File: config.mk
export PLATFORM = sky130hd
export DESIGN_NAME = soc2_nios_oci_trace_monitor
export DESIGN_NICKNAME = d
export VERILOG_FILES = /design/src/rtl/soc2_nios_oci_trace_monitor.sv
export SDC_FILE = /design/constraint.sdc
export NUM_CORES = 1
export LEC_CHECK = 0
export CELL_PAD_IN_SITES_DETAIL_PLACEMENT = 1
export CELL_PAD_IN_SITES_GLOBAL_PLACEMENT = 1
export CORE_UTILIZATION = 49
export CTS_CLUSTER_DIAMETER = 100
export DETAILED_ROUTE_END_ITERATION = 10
export PLACE_DENSITY = 0.78
export SYNTH_ARGS = -nofsm -noshare
export SYNTH_HDL_FRONTEND = slang
export SYNTH_SLANG_ARGS = --single-unit
File: constraint.sdc
create_clock -name clk -period 4.4 [get_ports clk]
set_clock_uncertainty 0.05 [all_clocks]
set_input_delay 0.88 -clock clk [delete_from_list [all_inputs] [get_ports clk]]
set_output_delay 0.88 -clock clk [all_outputs]
set_load 0.1 [all_outputs]
File: src/rtl/soc2_nios_oci_trace_monitor.sv
// Trace capture monitor: a small FSM gates captures of {dct_count, dct_buffer} into a FIFO.
// Optional macro SOC2_OCI_TRACE_OVERWRITE_EN: a push into a full FIFO overwrites the oldest entry instead of being dropped.
module soc2_nios_oci_trace_monitor #(
  parameter int DATA_W  = 30,
  parameter int COUNT_W = 4,
  parameter int DEPTH   = 16
) (
  input  logic                         clk,
  input  logic                         reset_n,
  input  logic [DATA_W-1:0]            dct_buffer,
  input  logic [COUNT_W-1:0]           dct_count,
  input  logic                         dct_valid,
  input  logic                         test_ending,
  input  logic                         test_has_ended,
  input  logic                         rd_en,
  output logic [DATA_W+COUNT_W-1:0]    rd_data,
  output logic                         rd_valid,
  output logic                         empty,
  output logic                         full,
  output logic [$clog2(DEPTH):0]       level,
  output logic                         overflow,
  output logic [1:0]                   state
);

  localparam int AW = $clog2(DEPTH);
  localparam int EW = DATA_W + COUNT_W;

`ifdef SOC2_OCI_TRACE_OVERWRITE_EN
  localparam bit OVERWRITE = 1'b1;
`else
  localparam bit OVERWRITE = 1'b0;
`endif

  typedef enum logic [1:0] {
    ST_IDLE    = 2'd0,
    ST_CAPTURE = 2'd1,
    ST_DRAIN   = 2'd2,
    ST_DONE    = 2'd3
  } state_t;

  state_t          state_reg, state_next;
  logic [AW-1:0]   wr_ptr_reg, rd_ptr_reg;
  logic [AW:0]     level_reg;
  logic            overflow_reg;
  logic            rd_valid_reg;
  logic [EW-1:0]   rd_data_reg;
  logic [EW-1:0]   mem [DEPTH];

  logic accept_ok;
  logic push, pop, push_full_no_pop;
  logic wr_en, rd_adv;

  assign empty = (level_reg == '0);
  assign full  = (level_reg == (AW+1)'(DEPTH));

  always_comb begin
    state_next = state_reg;
    accept_ok  = 1'b0;
    case (state_reg)
      ST_IDLE: begin
        accept_ok = !test_ending && !test_has_ended;
        if (test_has_ended)   state_next = ST_DONE;
        else if (test_ending) state_next = ST_DRAIN;
        else if (dct_valid)   state_next = ST_CAPTURE;
      end
      ST_CAPTURE: begin
        accept_ok = !test_ending && !test_has_ended;
        if (test_has_ended)   state_next = ST_DONE;
        else if (test_ending) state_next = ST_DRAIN;
      end
      ST_DRAIN: begin
        if (test_has_ended) state_next = ST_DONE;
      end
      default: state_next = ST_DONE;
    endcase
  end

  // A simultaneous pop frees a slot, so only a lone push into a full FIFO is an overflow.
  assign push             = dct_valid && accept_ok;
  assign pop              = rd_en && !empty;
  assign push_full_no_pop = push && full && !pop;
  assign wr_en            = push && (!push_full_no_pop || OVERWRITE);
  assign rd_adv           = pop || (push_full_no_pop && OVERWRITE);

  always_ff @(posedge clk) begin
    if (wr_en) mem[wr_ptr_reg] <= {dct_count, dct_buffer};
  end

  always_ff @(posedge clk or negedge reset_n) begin
    if (!reset_n) begin
      state_reg    <= ST_IDLE;
      wr_ptr_reg   <= '0;
      rd_ptr_reg   <= '0;
      level_reg    <= '0;
      overflow_reg <= 1'b0;
      rd_valid_reg <= 1'b0;
      rd_data_reg  <= '0;
    end else begin
      state_reg <= state_next;
      if (wr_en)  wr_ptr_reg <= wr_ptr_reg + AW'(1);
      if (rd_adv) rd_ptr_reg <= rd_ptr_reg + AW'(1);
      if (pop && !push)
        level_reg <= level_reg - (AW+1)'(1);
      else if (push && !pop && !full)
        level_reg <= level_reg + (AW+1)'(1);
      if (push_full_no_pop) overflow_reg <= 1'b1;
      rd_valid_reg <= pop;
      if (pop) rd_data_reg <= mem[rd_ptr_reg];
    end
  end

  assign rd_data  = rd_data_reg;
  assign rd_valid = rd_valid_reg;
  assign level    = level_reg;
  assign overflow = overflow_reg;
  assign state    = state_reg;

endmodule

==> qor.csv <==
metric;value;unit
synth_compound_area_share;4.59;%
nFillCells;3795;
die_x;218;µm
cap_violations;0;
drt-total-wl;53.0;mm
place_hpwl;31.0;mm
async_flop_share;8.57;%
synth-xor-area-share;0.344;%
synth_area_per_cell;22.6;µm²
synth_ff_type;edfxtp_1;
netlist_area;22900;µm²
post-synth-top-count-cell;edfxtp_1;
rsz0062_at_grt;no;
numCtsBuffers;59;
hold_viol;0;
max_freq;294;MHz
final_cells;1794;
synth.mux.area_fraction;15.2;%
path_class;register to output port;
final.min_clock_period;3.40;ns
max_stage_delay;1.23;ns
synthesis.nets;1063;
synth_edf_count;544;
clock_latency;0.62;ns
rows;78;
clkTransAtPathRegs;0.06;ns
worst-path-buf-inv;1;
finalMaxSlewViolations;0;
viasPerCell;6.02;
die_h;218;µm
grt_usage;23.1;%
crit_slowest_cell;clkdlybuf4s50_1;
critPathArrivalTime;2.47;ns
grt_pass1_wl;78.6;mm
antenna_found_initial;0;
cts_tree;yes;
timing.setup.tns;0;ns
drive_above_1_share;33.0;%
dieArea;47600;µm²
crit_family;buffers and inverters;
clock-root-buffer;clkbuf_16;
h-tree-depth;2;
ys_warn_count;0;
synth_simple_gate_area_share;0.999;%
ios;85;
port_buffers;84;
synthCells;1014;
synthDistinctLibCells;45;
core_area;45800;µm²
drt_iter0_drc;1018;
cts_resized;0;
routabilityCongestion;0.757;
ant_nets;0;
startpoint_type;register;
r2r_cells;8;
yosysSeqAreaShare;76.9;%
min_period_over_period;77.3;%
drc_errors;0;
ys_ff_latch;595;
synth_common_cells;544 x edfxtp_1, 136 x mux4_2, 51 x dfrtp_1;
relSlewSlack;31.1;%
hold_buffers;0;
grt_start_max_net_pins;91;
synth_area_leaders;edfxtp_1 71%, mux4_2 13%, dfrtp_1 5.6%;
powerDensity;645;nW/µm²
cts_setup_buffers;0;
total_leakage_power;8.44;nW
vias;10800;
worst_pin_slew;1.03;ns
cts.sinks;595;
yosys.area.top_type;edfxtp_1;
r2r-end;level[4];
r2r-start;level[0];
initial_core_util;50.1;%
critPathRequiredTime;3.47;ns
cp.depth;1;
first_pass_iters;5;
wire_per_inst;29.5;µm
nets;1193;
synth_top_area_share;71.3;%
vdd_drop_max;445;µV
antenna_cells;0;
area_growth;16.7;%
synthAdderAreaFrac;0.524;%
hold_path.class;input port to asynchronous set/reset pin;
synth_top_family_by_area;multiplexers;
grt_overflow;0;
numPlacedInstances;1683;
grt_pass1_vias;11900;
cts_max_path_buffers;3;
outcome;finished clean;
largest_reg_flops;544;
r2r_slack;1.47;ns
cp_max_fo;9;
setup_violations;0;
crit_path_end_kind;output port;
crit_chain;clkdlybuf4s50_1;
-- cell type report --
| class | instances | area [µm²] | share of cell area, % |
|---|---|---|---|
| Clock inverter | 40 | 422 | 1.58 |
| Clock buffer | 71 | 1540 | 5.77 |
| Timing Repair Buffer | 126 | 1260 | 4.71 |
| Multi-Input combinational cell | 353 | 5100 | 19.1 |
| Inverter | 9 | 36.3 | 0.136 |
| Sequential cell | 595 | 17600 | 65.9 |
| Tap cell | 600 | 751 | 2.81 |
-- cells by family after synthesis --
group / Yosys count
flops: 595
fa+ha+maj: 9
buf+inv: 66
simple gates: 44
compound gates: 118
mux: 173
xor+xnor: 9
-- layer usage --
metal  wire (µm)  up-vias  global-route usage [%]
met3        2860       75                    4.37
met5           0        -                       0
met1       21500     5859                    30.6
li1            -     4543                       -
met2       27500      331                    39.4
met4        1050        0                    6.29
-- stage by stage --
step | total power, mW | worst slack (ns) | util [%] | instance area (µm²) | hold slack [ns]
CTS | 17.4 | 0.960 | 58.4 | 26700 | 0.265
finish | 17.2 | 1.00 | 58.4 | 26700 | 0.262
global placement | 12.2 | 0.642 | 54.1 | 24800 | 0.410
global route | 17.8 | 0.940 | 58.4 | 26700 | 0.286
floorplan | 10.9 | 0.606 | - | 22900 | 0.517
detailed placement | 12.3 | 0.621 | 54.1 | 24800 | 0.414
-- power breakdown --
part           internal, mW  switching [mW]  total, mW
clock                  2.97            2.13       5.09
sequential             6.38           0.342       6.72
combinational          2.16            3.27       5.43
total                  11.5            5.74       17.2
-- worst max path at each step --
stage / start / end / slack, ns
floorplan: level[0] / full / 0.61
global placement: test_ending / mem[0][15] / 0.64
detailed placement: test_ending / mem[0][19] / 0.62
CTS: level[4] / level[4] / 0.96
global route: level[4] / level[4] / 0.94
finish: level[4] / level[4] / 1.00
-- cell usage in the layout, fill, tap and decap left out, types with 3 or more instances in the layout --
master,netlist,routed
edfxtp_1,544,544
mux4_2,136,136
clkdlybuf4s50_1,0,81
clkbuf_16,0,60
dfrtp_1,51,48
o22ai_1,38,38
buf_4,7,35
mux2_2,34,34
o22ai_2,30,30
a21oi_2,29,29
clkinv_1,0,14
nor2_4,0,12
clkbuf_1,26,11
nand2_1,9,9
a21oi_1,9,9
xnor2_1,9,9
buf_12,0,9
inv_1,8,8
ha_1,8,8
clkinv_2,0,8
bufinv_16,0,8
clkinvlp_4,0,5
nor3_4,0,4
nand4_1,3,3
clkinv_4,0,3
Power figures use the tool's default switching activity.
==> RTL change 1 (same settings) <==
`DATA_W`: 30 -> 60.
--- a/src/rtl/soc2_nios_oci_trace_monitor.sv
+++ b/src/rtl/soc2_nios_oci_trace_monitor.sv
@@ -1,7 +1,7 @@
 // Trace capture monitor: a small FSM gates captures of {dct_count, dct_buffer} into a FIFO.
 // Optional macro SOC2_OCI_TRACE_OVERWRITE_EN: a push into a full FIFO overwrites the oldest entry instead of being dropped.
 module soc2_nios_oci_trace_monitor #(
-  parameter int DATA_W  = 30,
+  parameter int DATA_W  = 60,
   parameter int COUNT_W = 4,
   parameter int DEPTH   = 16
 ) (
Ports: changed (resized dct_buffer and rd_data); port bits go from 85 to 145. No check against the original RTL was run, so the function may have changed too.
==> RTL change 1 against the unedited design <==
  * Wire length increased by 98%
  * Design area grew 82%
  * Area after synthesis rose by 81%
  * Die area up 80%
  * First-iteration DRC count is 99% higher
  * Worst setup slack got worse by 0.015 ns
  * Total power is 81% higher
  * Largest power group unchanged
  * Sequential cell count increased by 510
  * Sequential power up 86%
==> RTL change 1: results (changes against the unedited design) <==
| Metric | Value |
|---|---|
| Lkg Pwr | `0.0153 uW (was 0.00844 uW)` |
| Post-Synth Adder-Cell Area | `0.289% (was 0.524%)` |
| End of the worst register-to-register path | `rd_data[43] (was level[4])` |
| Period minus WS final | `3.41 ns (was 3.40 ns)` |
| Via count | `20200 (was 10800)` |
| Pre-antenna DRT Iters | `7 (was 5)` |
| VDD IR max | `0.000510 V (was 0.000445 V)` |
| Max stage delay on crit path | `1.22 ns` |
| Gr usage total | `24.9% (was 23.1%)` |
| Placed Instances | `3057 (was 1683)` |
| Pin count of the biggest net entering global routing | `58 (was 91)` |
| Most frequent cells after synthesis | `edfxtp_1 (1024), mux4_2 (256), o22ai_1 (124) (was edfxtp_1 (544), mux4_2 (136), dfrtp_1 (51))` |
| Wire length on met2 | `53400 um (was 27500 um)` |
| R2r worst-path depth | `5 (was 8)` |
| Highest layer used for signal routing | `met5 (was met4)` |
| Num CTS Buffers | `108 (was 59)` |
| Synth async-reset ratio | `7.33% (was 8.57%)` |
| R2R Setup Slk | `1.14 ns (was 1.47 ns)` |
| R2r startpoint | `level[1] (was level[0])` |
| Fraction of synthesized area in multiplexers | `15.6% (was 15.2%)` |
| Grt met3 use | `4.42% (was 4.37%)` |
| Post-synthesis xor/xnor area fraction | `0.190% (was 0.344%)` |
| Compound-Gate Fraction of Synth Area | `3.08% (was 4.59%)` |
| Syn nets | `1896 (was 1063)` |
| DR WL met3 | `7420 um (was 2860 um)` |
| Antenna violations before repair | `4 (was 0)` |
| Slew @ Worst Pin | `1.31 ns (was 1.03 ns)` |
| Met2 usage in global routing | `41.6% (was 39.4%)` |
| Global-route wire length before repair | `153000 um (was 78600 um)` |
| Vias in the first global route | `21800 (was 11900)` |
| Vias per cell | `6.18 (was 6.02)` |
| Final nets | `2112 (was 1193)` |
| IO Port Bufs | `144 (was 84)` |
| Total Wirelength | `105000 um (was 53000 um)` |
| Max reg flops | `1024 (was 544)` |
| Status | `finished clean (unchanged)` |
| Iter 0 DRT Violations | `2022 (was 1018)` |
| Main area contributors after synthesis | `edfxtp_1 (74%), mux4_2 (14%), dfrtp_1 (4.9%) (was edfxtp_1 (71%), mux4_2 (13%), dfrtp_1 (5.6%))` |
| Seq/Total Area, Yosys | `78.9% (was 76.9%)` |
| CTS Buffer Depth | `3 (unchanged)` |
| Layout cell share with drive strength beyond 1 | `27.2% (was 33.0%)` |
| Post-DP HPWL | `59700 um (was 31000 um)` |
| Dpl ws | `0.526 ns (was 0.621 ns)` |
| Setup bufs post-CTS | `0 (unchanged)` |
| DP Area | `45100 sq um (was 24800 sq um)` |
| Syn avg cell area | `22.9 sq um (was 22.6 sq um)` |
| Gpl congestion | `0.766 (was 0.757)` |
| WL met1 | `41300 um (was 21500 um)` |
| Worst Hold Margin | `0.317 ns (was 0.262 ns)` |
| Met1 Track Usage GR | `33.4% (was 30.6%)` |
[RTL change 1: cell types whose count changed after synthesis, sizes merged, moves of 21 or more]
cell | before | now
a21oi | 38 | 66
buf | 31 | 59
clkbuf | 26 | 47
dfrtp | 51 | 81
edfxtp | 544 | 1024
mux2 | 36 | 64
mux4 | 136 | 256
o22ai | 68 | 124
[RTL change 1: power by group]
part / total (uW) / switching [uW] / internal (uW)
logic: 9510 / 5770 / 3740
registers: 12500 / 679 / 11800
clock network: 9200 / 4000 / 5210
[RTL change 1: area by class of cell]
type | instances | area (sq um)
Clock buffer | 148 | 2950
Clock inverter | 57 | 577
Fill cell | 7004 | 35200
Inverter | 9 | 36.3
Multi-Input combinational cell | 597 | 8370
Sequential cell | 1105 | 32800
Tap cell | 1134 | 1420
Timing Repair Buffer | 212 | 2460
[RTL change 1: worst reg2reg max path: stages, from the launching register on]
cell and delay (ns):
dfrtp_1 0.43, or4_1 0.74, o211ai_4 1.08, buf_4 0.52
o22ai_1 0.18, a21oi_1 0.18
==> RTL change 2 (same flow settings) <==
Without the edit above. Make the reset (`reset_n`) synchronous in one clocked block.
--- a/src/rtl/soc2_nios_oci_trace_monitor.sv
+++ b/src/rtl/soc2_nios_oci_trace_monitor.sv
@@ -86,7 +86,7 @@
     if (wr_en) mem[wr_ptr_reg] <= {dct_count, dct_buffer};
   end
 
-  always_ff @(posedge clk or negedge reset_n) begin
+  always_ff @(posedge clk) begin
     if (!reset_n) begin
       state_reg    <= ST_IDLE;
       wr_ptr_reg   <= '0;
Check against the original RTL: differs if reset_n is asserted again (counterexample within 4 cycles, from zero or initial values and one cycle with reset_n low); with reset_n held inactive, the same outputs for 4 cycles.
==> RTL change 2 against the unedited design <==
  * Design area fell by 1.7%
  * Sequential power fell by 3%
  * Via count rose by 7.4%
  * Total power fell by 13%
  * Wire length rose by 1.9%
  * Sequential cell count did not move
  * Synthesized cell count rose by 18%
  * Critical path type unchanged
  * Area after synthesis fell by 1.7%
  * Final cell count rose by 9.0%
  * Worst setup slack got worse by 0.38 ns
  * Maximum frequency fell by 10%
==> RTL change 2: results (changes against the unedited design) <==
| Metric | Value |
|---|---|
| Status | `finished clean (unchanged)` |
| Worst hold start | `overflow` |
| End of the worst register-to-register path | `rd_data[33] (was level[4])` |
| Fill cells | `3964 (was 3795)` |
| Syn nets | `1248 (was 1063)` |
| Slew HR | `16.8% (was 31.1%)` |
| Grt met3 use | `3.68% (was 4.37%)` |
| VDD IR max | `0.000449 V (was 0.000445 V)` |
| Seq/Total Area, Yosys | `77.1% (was 76.9%)` |
| H-tree depth | `2 (unchanged)` |
| Worst Hold Margin | `0.446 ns (was 0.262 ns)` |
| DP Area | `24300 sq um (was 24800 sq um)` |
| DR WL met3 | `2360 um (was 2860 um)` |
| Num CTS Buffers | `58 (was 59)` |
| Global-route wire length before repair | `81100 um (was 78600 um)` |
| Fmax | `265 MHz (was 294 MHz)` |
| Wire length on met2 | `27900 um (was 27500 um)` |
| Dpl ws | `0.656 ns (was 0.621 ns)` |
| R2r worst-path depth | `5 (was 8)` |
| Post-DP HPWL | `30100 um (was 31000 um)` |
| WL met1 | `22400 um (was 21500 um)` |
| Most frequent cells after synthesis | `edfxtp_1 (544), mux2i_1 (150), o22ai_1 (75) (was edfxtp_1 (544), mux4_2 (136), dfrtp_1 (51))` |
| Layout cell share with drive strength beyond 1 | `16.0% (was 33.0%)` |
| Worst path arrival time | `2.85 ns (was 2.47 ns)` |
| Max reg flops | `544 (unchanged)` |
| Main area contributors after synthesis | `edfxtp_1 (73%), mux2i_1 (6.7%), mux4_2 (6.1%) (was edfxtp_1 (71%), mux4_2 (13%), dfrtp_1 (5.6%))` |
| Synth cell types | `46 (was 45)` |
| R2r startpoint | `rd_ptr_reg[2] (was level[0])` |
| Gpl congestion | `0.750 (was 0.757)` |
| Iter 0 DRT Violations | `821 (was 1018)` |
| Vias per cell | `5.94 (was 6.02)` |
| Met2 usage in global routing | `41.1% (was 39.4%)` |
| Lkg Pwr | `0.00793 uW (was 0.00844 uW)` |
| Syn avg cell area | `18.8 sq um (was 22.6 sq um)` |
| Vias in the first global route | `13000 (was 11900)` |
| Hold Path Class | `reg -> reg (was in -> async)` |
| Via count | `11600 (was 10800)` |
| Met1 Track Usage GR | `30.5% (was 30.6%)` |
| Gr usage total | `23.6% (was 23.1%)` |
| Synth async-reset ratio | `0% (was 8.57%)` |
| Max FO, Critical Path | `5 (was 9)` |
| Placed Instances | `1846 (was 1683)` |
| Pin count of the biggest net entering global routing | `56 (was 91)` |
| WL per Instance | `27.6 um (was 29.5 um)` |
[RTL change 2: changes by cell type in the layout (fill, tap and decap cells not counted), moves of 37 or more]
| cell | before | now |
|---|---|---|
| dfrtp_1 | 48 | 0 |
| dfxtp_1 | 0 | 49 |
| mux2i_1 | 1 | 150 |
| a21oi_1 | 9 | 47 |
| o22ai_1 | 38 | 75 |
| mux4_2 | 136 | 61 |
[RTL change 2: logic make-up (layout without fill, tap and decap cells)]
logic type / count (synthesis) / in the layout / share of synthesized area (%)
flip-flops: 595 / 595 / 77.1
adder cells (fa/ha/maj): 9 / 9 / 0.534
AND/OR/NAND/NOR: 102 / 102 / 2.22
AO/OA/AOI/OAI: 196 / 196 / 5.41
buffers and inverters: 78 / 234 / 1.67
XOR/XNOR: 8 / 8 / 0.311
multiplexers: 211 / 211 / 12.8
[RTL change 2: worst max-delay path by stage]
| stage | startpoint | end | depth (start not counted) |
|---|---|---|---|
| CTS | level[0] | empty | 3 |
| global route | level[0] | empty | 3 |
| detailed placement | test_has_ended | mem[3][32] | 6 |
| finish | level[0] | empty | 3 |
| global placement | test_has_ended | mem[3][28] | 6 |
| floorplan | test_has_ended | mem[7][0] | 4 |
[RTL change 2: critical path: stages, from the launching register on]
cell             delay, ns
dfxtp_1               0.37
or4_4                 0.61
nor2_1                0.11
clkdlybuf4s50_1       1.15
[RTL change 2: cell type report]
cell class | count | area (sq um) | share of cell area, %
sequential | 595 | 17400 | 66.1
timing repair buffer | 117 | 1230 | 4.69
clock inverter | 43 | 479 | 1.82
clock buffer | 66 | 1480 | 5.64
tap | 600 | 751 | 2.86
multi-input combinational | 526 | 4940 | 18.8
inverter | 8 | 30.0 | 0.114
[RTL change 2: where the power goes]
part	switching, uW	total [uW]	internal, uW
registers	171	6530	6360
logic	2400	3330	929
clock network	2120	5130	3000
